--- src/rtl/ir_tx_sequencer_pkg.sv ---
// Shared encodings, state type and phase-shape helpers for the IR transmit sequencer.
// The helpers give each phase's carrier level and whether it uses the long length.
package ir_tx_pkg;

    localparam logic [1:0] IR_MODE_BIPHASE = 2'd0;
    localparam logic [1:0] IR_MODE_PDIST   = 2'd1;
    localparam logic [1:0] IR_MODE_PLEN    = 2'd2;
    localparam logic [1:0] IR_MODE_ILLEGAL = 2'd3;

    localparam int unsigned IR_N_SHORT_DEF = 32;
    localparam int unsigned IR_N_LONG_DEF  = 64;

    typedef enum logic [1:0] {
        IDLE = 2'd0,
        PH1  = 2'd1,
        PH2  = 2'd2,
        GAP  = 2'd3
    } ir_state_e;

    function automatic logic ph1_level(input logic [1:0] mode, input logic b);
        return (mode == IR_MODE_BIPHASE) ? ~b : 1'b1;
    endfunction

    function automatic logic ph2_level(input logic [1:0] mode, input logic b);
        return (mode == IR_MODE_BIPHASE) ? b : 1'b0;
    endfunction

    function automatic logic ph1_long(input logic [1:0] mode, input logic b);
        return (mode == IR_MODE_PLEN) && b;
    endfunction

    function automatic logic ph2_long(input logic [1:0] mode, input logic b);
        return (mode == IR_MODE_PDIST) && b;
    endfunction

endpackage

--- src/rtl/ir_tx_sequencer_if.sv ---
// Frame request channel: valid/ready handshake plus the request fields.
interface ir_tx_sequencer_if #(
    parameter int unsigned DATA_W = 32,
    parameter int unsigned CNT_W  = 16
);
    logic              i_req_valid;
    logic              o_req_ready;
    logic [1:0]        i_req_mode;
    logic [DATA_W-1:0] i_req_data;
    logic [5:0]        i_req_bits;
    logic [CNT_W-1:0]  i_gap_ticks;

    modport master (
        output i_req_valid,
        output i_req_mode,
        output i_req_data,
        output i_req_bits,
        output i_gap_ticks,
        input  o_req_ready
    );

    modport slave (
        input  i_req_valid,
        input  i_req_mode,
        input  i_req_data,
        input  i_req_bits,
        input  i_gap_ticks,
        output o_req_ready
    );
endinterface

--- src/rtl/ir_tx_sequencer_phase_timer.sv ---
// Carrier-tick counter shared by the bit phases and the inter-frame gap.
// o_term fires on the tick that completes len ticks; the count then restarts at zero.
module ir_phase_timer #(
    parameter int unsigned CNT_W = 16
) (
    input  logic             i_clk,
    input  logic             i_rst,
    input  logic             i_tick,
    input  logic             i_clear,
    input  logic [CNT_W-1:0] i_len,
    output logic             o_term
);

    logic [CNT_W-1:0] r_cnt;
    logic             w_term;

    assign w_term = i_tick && (r_cnt == (i_len - CNT_W'(1)));
    assign o_term = w_term;

    always_ff @(posedge i_clk or posedge i_rst) begin
        if (i_rst) begin
            r_cnt <= '0;
        end else if (i_clear || w_term) begin
            r_cnt <= '0;
        end else if (i_tick) begin
            r_cnt <= r_cnt + CNT_W'(1);
        end
    end

endmodule

--- src/rtl/ir_tx_sequencer.sv ---
// Frame-level IR transmit controller: serialises a latched payload LSB-first as
// bi-phase, pulse-distance or pulse-length phases timed in carrier ticks, then a gap.
module ir_tx_sequencer
    import ir_tx_pkg::*;
#(
    parameter int unsigned DATA_W  = 32,
    parameter int unsigned CNT_W   = 16,
    parameter int unsigned N_SHORT = IR_N_SHORT_DEF,
    parameter int unsigned N_LONG  = IR_N_LONG_DEF
) (
    input  logic             i_clk,
    input  logic             i_rst,
    input  logic             i_carrier,
    input  logic             i_carrier_tick,
    ir_tx_sequencer_if.slave req_if,
    input  logic             i_abort,
    output logic             o_ir_mark,
    output logic             o_ir_dout,
    output logic             o_busy,
    output logic             o_done,
    output logic             o_err
);

    localparam logic [CNT_W-1:0] LEN_SHORT = CNT_W'(N_SHORT);
    localparam logic [CNT_W-1:0] LEN_LONG  = CNT_W'(N_LONG);
    localparam logic [5:0]       MAX_BITS  = 6'(DATA_W);

    ir_state_e         r_state;
    logic [1:0]        r_mode;
    logic [DATA_W-1:0] r_data;
    logic [5:0]        r_bits;
    logic [CNT_W-1:0]  r_gap;
    logic              r_mark;
    logic              r_done;
    logic              r_err;

    ir_state_e         w_state_nxt;
    logic [1:0]        w_mode_nxt;
    logic [DATA_W-1:0] w_data_nxt;
    logic [5:0]        w_bits_nxt;
    logic [CNT_W-1:0]  w_gap_nxt;
    logic              w_mark_nxt;
    logic              w_done_nxt;
    logic              w_err_nxt;

    logic              w_accept;
    logic [5:0]        w_bits_clamped;
    logic [CNT_W-1:0]  w_len;
    logic              w_term;
    logic              w_clear;

    assign w_accept       = req_if.i_req_valid && (r_state == IDLE);
    assign w_bits_clamped = (req_if.i_req_bits > MAX_BITS) ? MAX_BITS : req_if.i_req_bits;
    assign w_clear        = (r_state == IDLE);

    ir_phase_timer #(
        .CNT_W (CNT_W)
    ) u_timer (
        .i_clk   (i_clk),
        .i_rst   (i_rst),
        .i_tick  (i_carrier_tick),
        .i_clear (w_clear),
        .i_len   (w_len),
        .o_term  (w_term)
    );

    always_ff @(posedge i_clk or posedge i_rst) begin
        if (i_rst) begin
            r_state <= IDLE;
            r_mode  <= '0;
            r_data  <= '0;
            r_bits  <= '0;
            r_gap   <= '0;
            r_mark  <= 1'b0;
            r_done  <= 1'b0;
            r_err   <= 1'b0;
        end else begin
            r_state <= w_state_nxt;
            r_mode  <= w_mode_nxt;
            r_data  <= w_data_nxt;
            r_bits  <= w_bits_nxt;
            r_gap   <= w_gap_nxt;
            r_mark  <= w_mark_nxt;
            r_done  <= w_done_nxt;
            r_err   <= w_err_nxt;
        end
    end

    always_comb begin
        w_state_nxt = r_state;
        w_mode_nxt  = r_mode;
        w_data_nxt  = r_data;
        w_bits_nxt  = r_bits;
        w_gap_nxt   = r_gap;
        w_mark_nxt  = r_mark;
        w_done_nxt  = 1'b0;
        w_err_nxt   = 1'b0;
        w_len       = LEN_SHORT;

        case (r_state)
            IDLE: begin
                if (w_accept) begin
                    w_mode_nxt = req_if.i_req_mode;
                    w_data_nxt = req_if.i_req_data;
                    w_bits_nxt = w_bits_clamped;
                    w_gap_nxt  = req_if.i_gap_ticks;
                    w_mark_nxt = 1'b0;
                    if (req_if.i_req_mode == IR_MODE_ILLEGAL) begin
                        w_done_nxt = 1'b1;
                        w_err_nxt  = 1'b1;
                    end else if (w_bits_clamped != '0) begin
                        w_state_nxt = PH1;
                        w_mark_nxt  = ph1_level(req_if.i_req_mode, req_if.i_req_data[0]);
                    end else if (req_if.i_gap_ticks != '0) begin
                        w_state_nxt = GAP;
                    end else begin
                        w_done_nxt = 1'b1;
                    end
                end
            end
            PH1: begin
                w_len = ph1_long(r_mode, r_data[0]) ? LEN_LONG : LEN_SHORT;
                if (w_term) begin
                    w_state_nxt = PH2;
                    w_mark_nxt  = ph2_level(r_mode, r_data[0]);
                end
            end
            PH2: begin
                w_len = ph2_long(r_mode, r_data[0]) ? LEN_LONG : LEN_SHORT;
                if (w_term) begin
                    if (r_bits > 6'd1) begin
                        // Next bit's PH1 level comes from r_data[1], before the shift lands.
                        w_data_nxt  = r_data >> 1;
                        w_bits_nxt  = r_bits - 6'd1;
                        w_state_nxt = PH1;
                        w_mark_nxt  = ph1_level(r_mode, r_data[1]);
                    end else if (r_gap != '0) begin
                        w_state_nxt = GAP;
                        w_mark_nxt  = 1'b0;
                    end else begin
                        w_state_nxt = IDLE;
                        w_mark_nxt  = 1'b0;
                        w_done_nxt  = 1'b1;
                    end
                end
            end
            GAP: begin
                w_len = r_gap;
                if (w_term) begin
                    w_state_nxt = IDLE;
                    w_done_nxt  = 1'b1;
                end
            end
            default: begin
                w_state_nxt = IDLE;
                w_mark_nxt  = 1'b0;
            end
        endcase

        // Abort overrides everything, including a coincident terminal tick.
        if ((r_state != IDLE) && i_abort) begin
            w_state_nxt = IDLE;
            w_mark_nxt  = 1'b0;
            w_done_nxt  = 1'b1;
            w_err_nxt   = 1'b1;
        end
    end

    assign req_if.o_req_ready = (r_state == IDLE);
    assign o_ir_mark          = r_mark;
    assign o_ir_dout          = r_mark & i_carrier;
    assign o_busy             = (r_state != IDLE);
    assign o_done             = r_done;
    assign o_err              = r_err;

endmodule

--- src/flat_wrapper.sv ---
// flat-port wrapper written by rule: the top's interface ports become plain ports
module ir_tx_sequencer_flat import ir_tx_pkg::*;
#(
    parameter int unsigned DATA_W  = 32,
    parameter int unsigned CNT_W   = 16,
    parameter int unsigned N_SHORT = IR_N_SHORT_DEF,
    parameter int unsigned N_LONG  = IR_N_LONG_DEF
)
  (i_clk, i_rst, i_carrier, i_carrier_tick, i_abort, o_ir_mark, o_ir_dout, o_busy, o_done, o_err, req_if_i_req_valid, req_if_i_req_mode, req_if_i_req_data, req_if_i_req_bits, req_if_i_gap_ticks, req_if_o_req_ready);
  ir_tx_sequencer_if #(.DATA_W(DATA_W), .CNT_W(CNT_W)) req_if_i ();
  input  logic i_clk;
  input  logic i_rst;
  input  logic i_carrier;
  input  logic i_carrier_tick;
  input  logic i_abort;
  output logic o_ir_mark;
  output logic o_ir_dout;
  output logic o_busy;
  output logic o_done;
  output logic o_err;
  input wire logic [$bits(req_if_i.i_req_valid)-1:0] req_if_i_req_valid;
  input wire logic [$bits(req_if_i.i_req_mode)-1:0] req_if_i_req_mode;
  input wire logic [$bits(req_if_i.i_req_data)-1:0] req_if_i_req_data;
  input wire logic [$bits(req_if_i.i_req_bits)-1:0] req_if_i_req_bits;
  input wire logic [$bits(req_if_i.i_gap_ticks)-1:0] req_if_i_gap_ticks;
  output wire logic [$bits(req_if_i.o_req_ready)-1:0] req_if_o_req_ready;
  assign req_if_i.i_req_valid = req_if_i_req_valid;
  assign req_if_i.i_req_mode = req_if_i_req_mode;
  assign req_if_i.i_req_data = req_if_i_req_data;
  assign req_if_i.i_req_bits = req_if_i_req_bits;
  assign req_if_i.i_gap_ticks = req_if_i_gap_ticks;
  assign req_if_o_req_ready = req_if_i.o_req_ready;
  ir_tx_sequencer #(.DATA_W(DATA_W), .CNT_W(CNT_W), .N_SHORT(N_SHORT), .N_LONG(N_LONG)) u_core (.i_clk(i_clk), .i_rst(i_rst), .i_carrier(i_carrier), .i_carrier_tick(i_carrier_tick), .req_if(req_if_i), .i_abort(i_abort), .o_ir_mark(o_ir_mark), .o_ir_dout(o_ir_dout), .o_busy(o_busy), .o_done(o_done), .o_err(o_err));
endmodule
--- config.mk ---
export PLATFORM = sky130hd
export DESIGN_NAME = ir_tx_sequencer_flat
export DESIGN_NICKNAME = d
export VERILOG_FILES = /design/src/rtl/ir_tx_sequencer_pkg.sv /design/src/rtl/ir_tx_sequencer_if.sv /design/src/rtl/ir_tx_sequencer_phase_timer.sv /design/src/rtl/ir_tx_sequencer.sv /design/src/flat_wrapper.sv
export SDC_FILE = /design/constraint.sdc
export NUM_CORES = 1
export LEC_CHECK = 0
export CAP_MARGIN = 20
export CORE_MARGIN = 4
export CORE_UTILIZATION = 40
export CTS_BUF_LIST = sky130_fd_sc_hd__clkbuf_4
export DETAILED_ROUTE_END_ITERATION = 6
export GPL_TIMING_DRIVEN = 0
export PLACE_DENSITY = 0.72
export SYNTH_ARGS = -nofsm -noshare
export SYNTH_HDL_FRONTEND = slang
export SYNTH_SLANG_ARGS = --single-unit
--- constraint.sdc ---
create_clock -name i_clk -period 5.25 [get_ports i_clk]
set_input_delay 0.525 -clock i_clk [delete_from_list [all_inputs] [get_ports i_clk]]
set_output_delay 0.525 -clock i_clk [all_outputs]
set_load 0.03 [all_outputs]
==> results.md <==
* CP most frequent cell: clkbuf_2
* Post-synthesis cell type count at 63
* Detailed Routing Iterations Pass 1 at 5
* Row cnt at 40
* Minimum clock period at 4.706 ns
* Seq/Total Area, Yosys at 38.39%
* Worst-path maximum fanout at 10
* Total grt overflow at 0
* Worst Path Required at 5.60 ns
* Post-CTS sizing at 0
* DP HPWL at 9.581 mm
* PD cells at 499.8 nW/um^2
* First-pass GRT wire length at 21.25 mm
* Die ar. at 14,400 um^2
* CTS Buf Count at 9
* Clock Skew at 0.01823 ns
* CTS tree: done
* Main synth FF type: dfrtp_1
* Unrepaired setup endpoints after global routing: no
* DR iter-0 viols at 320
* Final Non-Filler Cells at 768
* CTS max path bufs at 2
* I/O Pins at 68
* Cell Chain, Critical Path: inv_1 > ha_1 > clkbuf_2 > nor2b_1 > clkbuf_2 > clkbuf_2 > nand2_1 > ha_1 > nor4b_2 > a311oi_1 > a41oi_1 > xor2_1 > o221ai_2 > nor4_4 > and2_1 > buf_2 > or2_2 > clkbuf_2 > buf_2 > nor2_1
* Clock Root Buffer: clkbuf_4
* Wirelength, routed at 12.71 mm
* Vias per cell at 5.646
* Vias in the first global route at 4,352
* #FFs+latches synth at 77
* Routed Antenna Nets at 0
* Sequential cell area at 1927 um^2
* Count of final hold-check violations at 0
* Critical path type: reg -> reg
* CP endpoint kind: register
* Utilization after layout at 49.95%
* EDFF count, synth at 0
* Yosys warnings at 0
* CP max stage cell: dfrtp_1
* Clk sinks at 77
* Htree depth at 3
* Core area at 12,160 um^2
* Largest net degree at the start of global routing at 43
* Synth Net Count at 586
* Netlist Area Pre-Place at 5019 um^2
* CP Launch Type: register
* Area delta synth->final at 21.04%
* IO buf count at 66
* Peak supply drop at 0.3165 mV
* CTS Hold Buffers Added at 0
* Fmax achieved at 0.2125 GHz
* Area of the multi-input gates at 2877 um^2
* Final Wtd Congestion at 0.8739
* Max-cap violations at 0
* Share of post-route cells with drive strength above 1 at 19.83%
* Ant diodes at 0
* Die W at 120.0 um
* Total GRT Usage at 18.21%
* Worst Hold Class: in -> async
* CP arrival at 5.05 ns
* Relative slew slack at 51.75%
* Status: finished clean
* Vias post-DR at 4,336
* Initial antenna violation count at 0
* Tightest Pin Transition at 0.7237 ns
* Fillers at 1,144
* Post-Synthesis Cells at 516
* Share of async-settable or async-resettable flops after synthesis at 100.0%
* Clock Latency Late Sink at 0.46 ns
* Leakage power at 2.333 nW
* Postcts setup bufs at 0
* Cell Count Post-Placement at 751
* Fin. max-slew vios at 0
* Cell depth of the worst flop-to-flop path at 20
* Final setup vio count at 0
* Initial core utilization at 41.27%
* Synthesized area per cell at 9.726 um^2
* Setup TNS at 0 ns
* Largest stage delay on the critical path at 0.44 ns
* Clk slew on worst S/H paths at 0.14 ns
* Fin crit share at 89.64%
* Routed len/inst at 16.55 um
* Die Ht at 120.0 um
* Final net count at 665
* # DRC at 0
* Tot Pwr at 3.036 mW
sequential cells by signal, summed over array words and instances, names as in the netlist:
name / flops
u_core.o_err: 1
u_core.r_mode: 2
u_core.r_data: 32
u_core.o_ir_mark: 1
u_core.r_bits: 6
u_core.r_gap: 16
u_core.r_state: 2
u_core.u_timer.r_cnt: 16
u_core.o_done: 1
power breakdown:
| part | total, mW | leakage (nW) | internal (mW) | switching [mW] |
|---|---|---|---|---|
| Sequential | 1.06 | 0.950 | 0.838 | 0.225 |
| Combinational | 1.58 | 1.31 | 0.741 | 0.843 |
| Clock | 0.389 | 0.0735 | 0.150 | 0.238 |
| Total | 3.04 | 2.33 | 1.73 | 1.31 |
kinds of logic (layout without fill, tap and decap cells):
family	after synthesis	after routing	share of synthesized area, %
adder cells (fa/ha/maj)	8	8	1.995
multiplexers	85	85	18.97
AO/OA/AOI/OAI	92	92	12.44
AND/OR/NAND/NOR	181	181	19.42
flip-flops	77	77	38.39
buffers and inverters	48	132	4.413
XOR/XNOR	25	25	4.363
placed cells by master (no fill, tap or decap), types with 4 or more instances in the layout:
cell type         n
clkbuf_1         15
a311oi_1          4
or3_1             8
ha_1              8
nand4_1          10
buf_6             5
or4_1             5
o21ai_0          23
nor4_1            8
inv_1            16
o41ai_1           4
nor2b_1           6
nor2_1           43
nor3_1           14
a21oi_1          16
dfrtp_1          77
xor2_1           12
nor4b_1           5
nand2b_1          5
a211oi_1          4
nand2_1          35
buf_1             4
mux2i_1           4
a31oi_1          10
clkbuf_2          5
nand3_1          16
xnor2_1          13
and2_1            5
mux2_2           77
clkdlybuf4s50_1  66
clkbuf_4          9
mux2_1            4
per-layer routing:
| layer | part of all wire [%] | GRT usage (%) | vias to the layer above | routed length, um |
|---|---|---|---|---|
| met1 | 43 | 22.21 | 2108 | 5475 |
| li1 | - | - | 2050 | - |
| met4 | 1.6 | 4.868 | 0 | 205 |
| met2 | 48 | 30.52 | 157 | 6094 |
| met5 | 0 | 0 | - | 0 |
| met3 | 7.4 | 6.456 | 21 | 936 |
worst paths after layout:
check | startpoint | endpoint | slack [ns]
min in group i_clk | i_carrier_tick | u_core.u_timer.r_cnt[0]$_DFFE_PP0P_ | 0.46
worst min register to register | u_core.r_data[31]$_DFFE_PP0P_ | u_core.r_data[31]$_DFFE_PP0P_ | 0.50
worst max-delay path | u_core.r_state[1]$_DFFE_PP0P_ | u_core.u_timer.r_cnt[2]$_DFFE_PP0P_ | 0.54
worst max register to register | u_core.r_state[1]$_DFFE_PP0P_ | u_core.u_timer.r_cnt[2]$_DFFE_PP0P_ | 0.54
worst min-delay path | i_rst | u_core.r_data[13]$_DFFE_PP0P_ | 0.42
max in group asynchronous | i_rst | u_core.r_gap[6]$_DFFE_PP0P_ | 4.22
synth_stat cells (5+ instances only):
master / number / area share, %
nor4b_1: 6 / 1.0
mux2_2: 77 / 17
clkbuf_1: 17 / 1.3
dfrtp_1: 77 / 38
nor3_1: 14 / 1.4
inv_1: 17 / 1.3
or4_1: 5 / 0.75
a31oi_1: 10 / 1.2
buf_6: 5 / 1.1
nor2_1: 43 / 3.2
nand4_1: 10 / 1.2
or3_1: 8 / 1.0
nand2b_1: 5 / 0.62
nand3_1: 16 / 1.6
xnor2_1: 13 / 2.3
xor2_1: 12 / 2.1
o21ai_0: 23 / 2.3
a21oi_1: 16 / 1.6
ha_1: 8 / 2.0
buf_1: 5 / 0.37
nor4_1: 8 / 1.0
nand2_1: 35 / 2.6
and2_1: 5 / 0.62
nor2b_1: 6 / 0.75
critical path, delay by kind of cell (launching register included):
kind	cells	cell delay (ns)
compound gates	3	0.61
xor+xnor	1	0.20
fa+ha+maj	2	0.49
buf+inv	7	1.48
flops	1	0.44
simple gates	7	1.36
stage by stage:
step	hold slack, ns	cell area [um^2]	setup WS (ns)
floorplan	0.4441	5019	0.8613
global placement	0.4701	5889	0.1921
detailed placement	0.4660	5912	0.07327
CTS	0.3853	6060	0.01630
global route	0.4226	6075	0.1487
finish	0.4184	6075	0.5436
area by class of cell:
class	count	area share, %
Timing Repair Buffer	68	11.29
Buffer	30	2.595
Multi-Input combinational cell	391	47.35
Tap cell	168	3.460
Sequential cell	77	31.72
Inverter	18	1.153
Clock inverter	7	1.318
Clock buffer	9	1.112
Note: power is estimated with default switching activity, not from simulation.
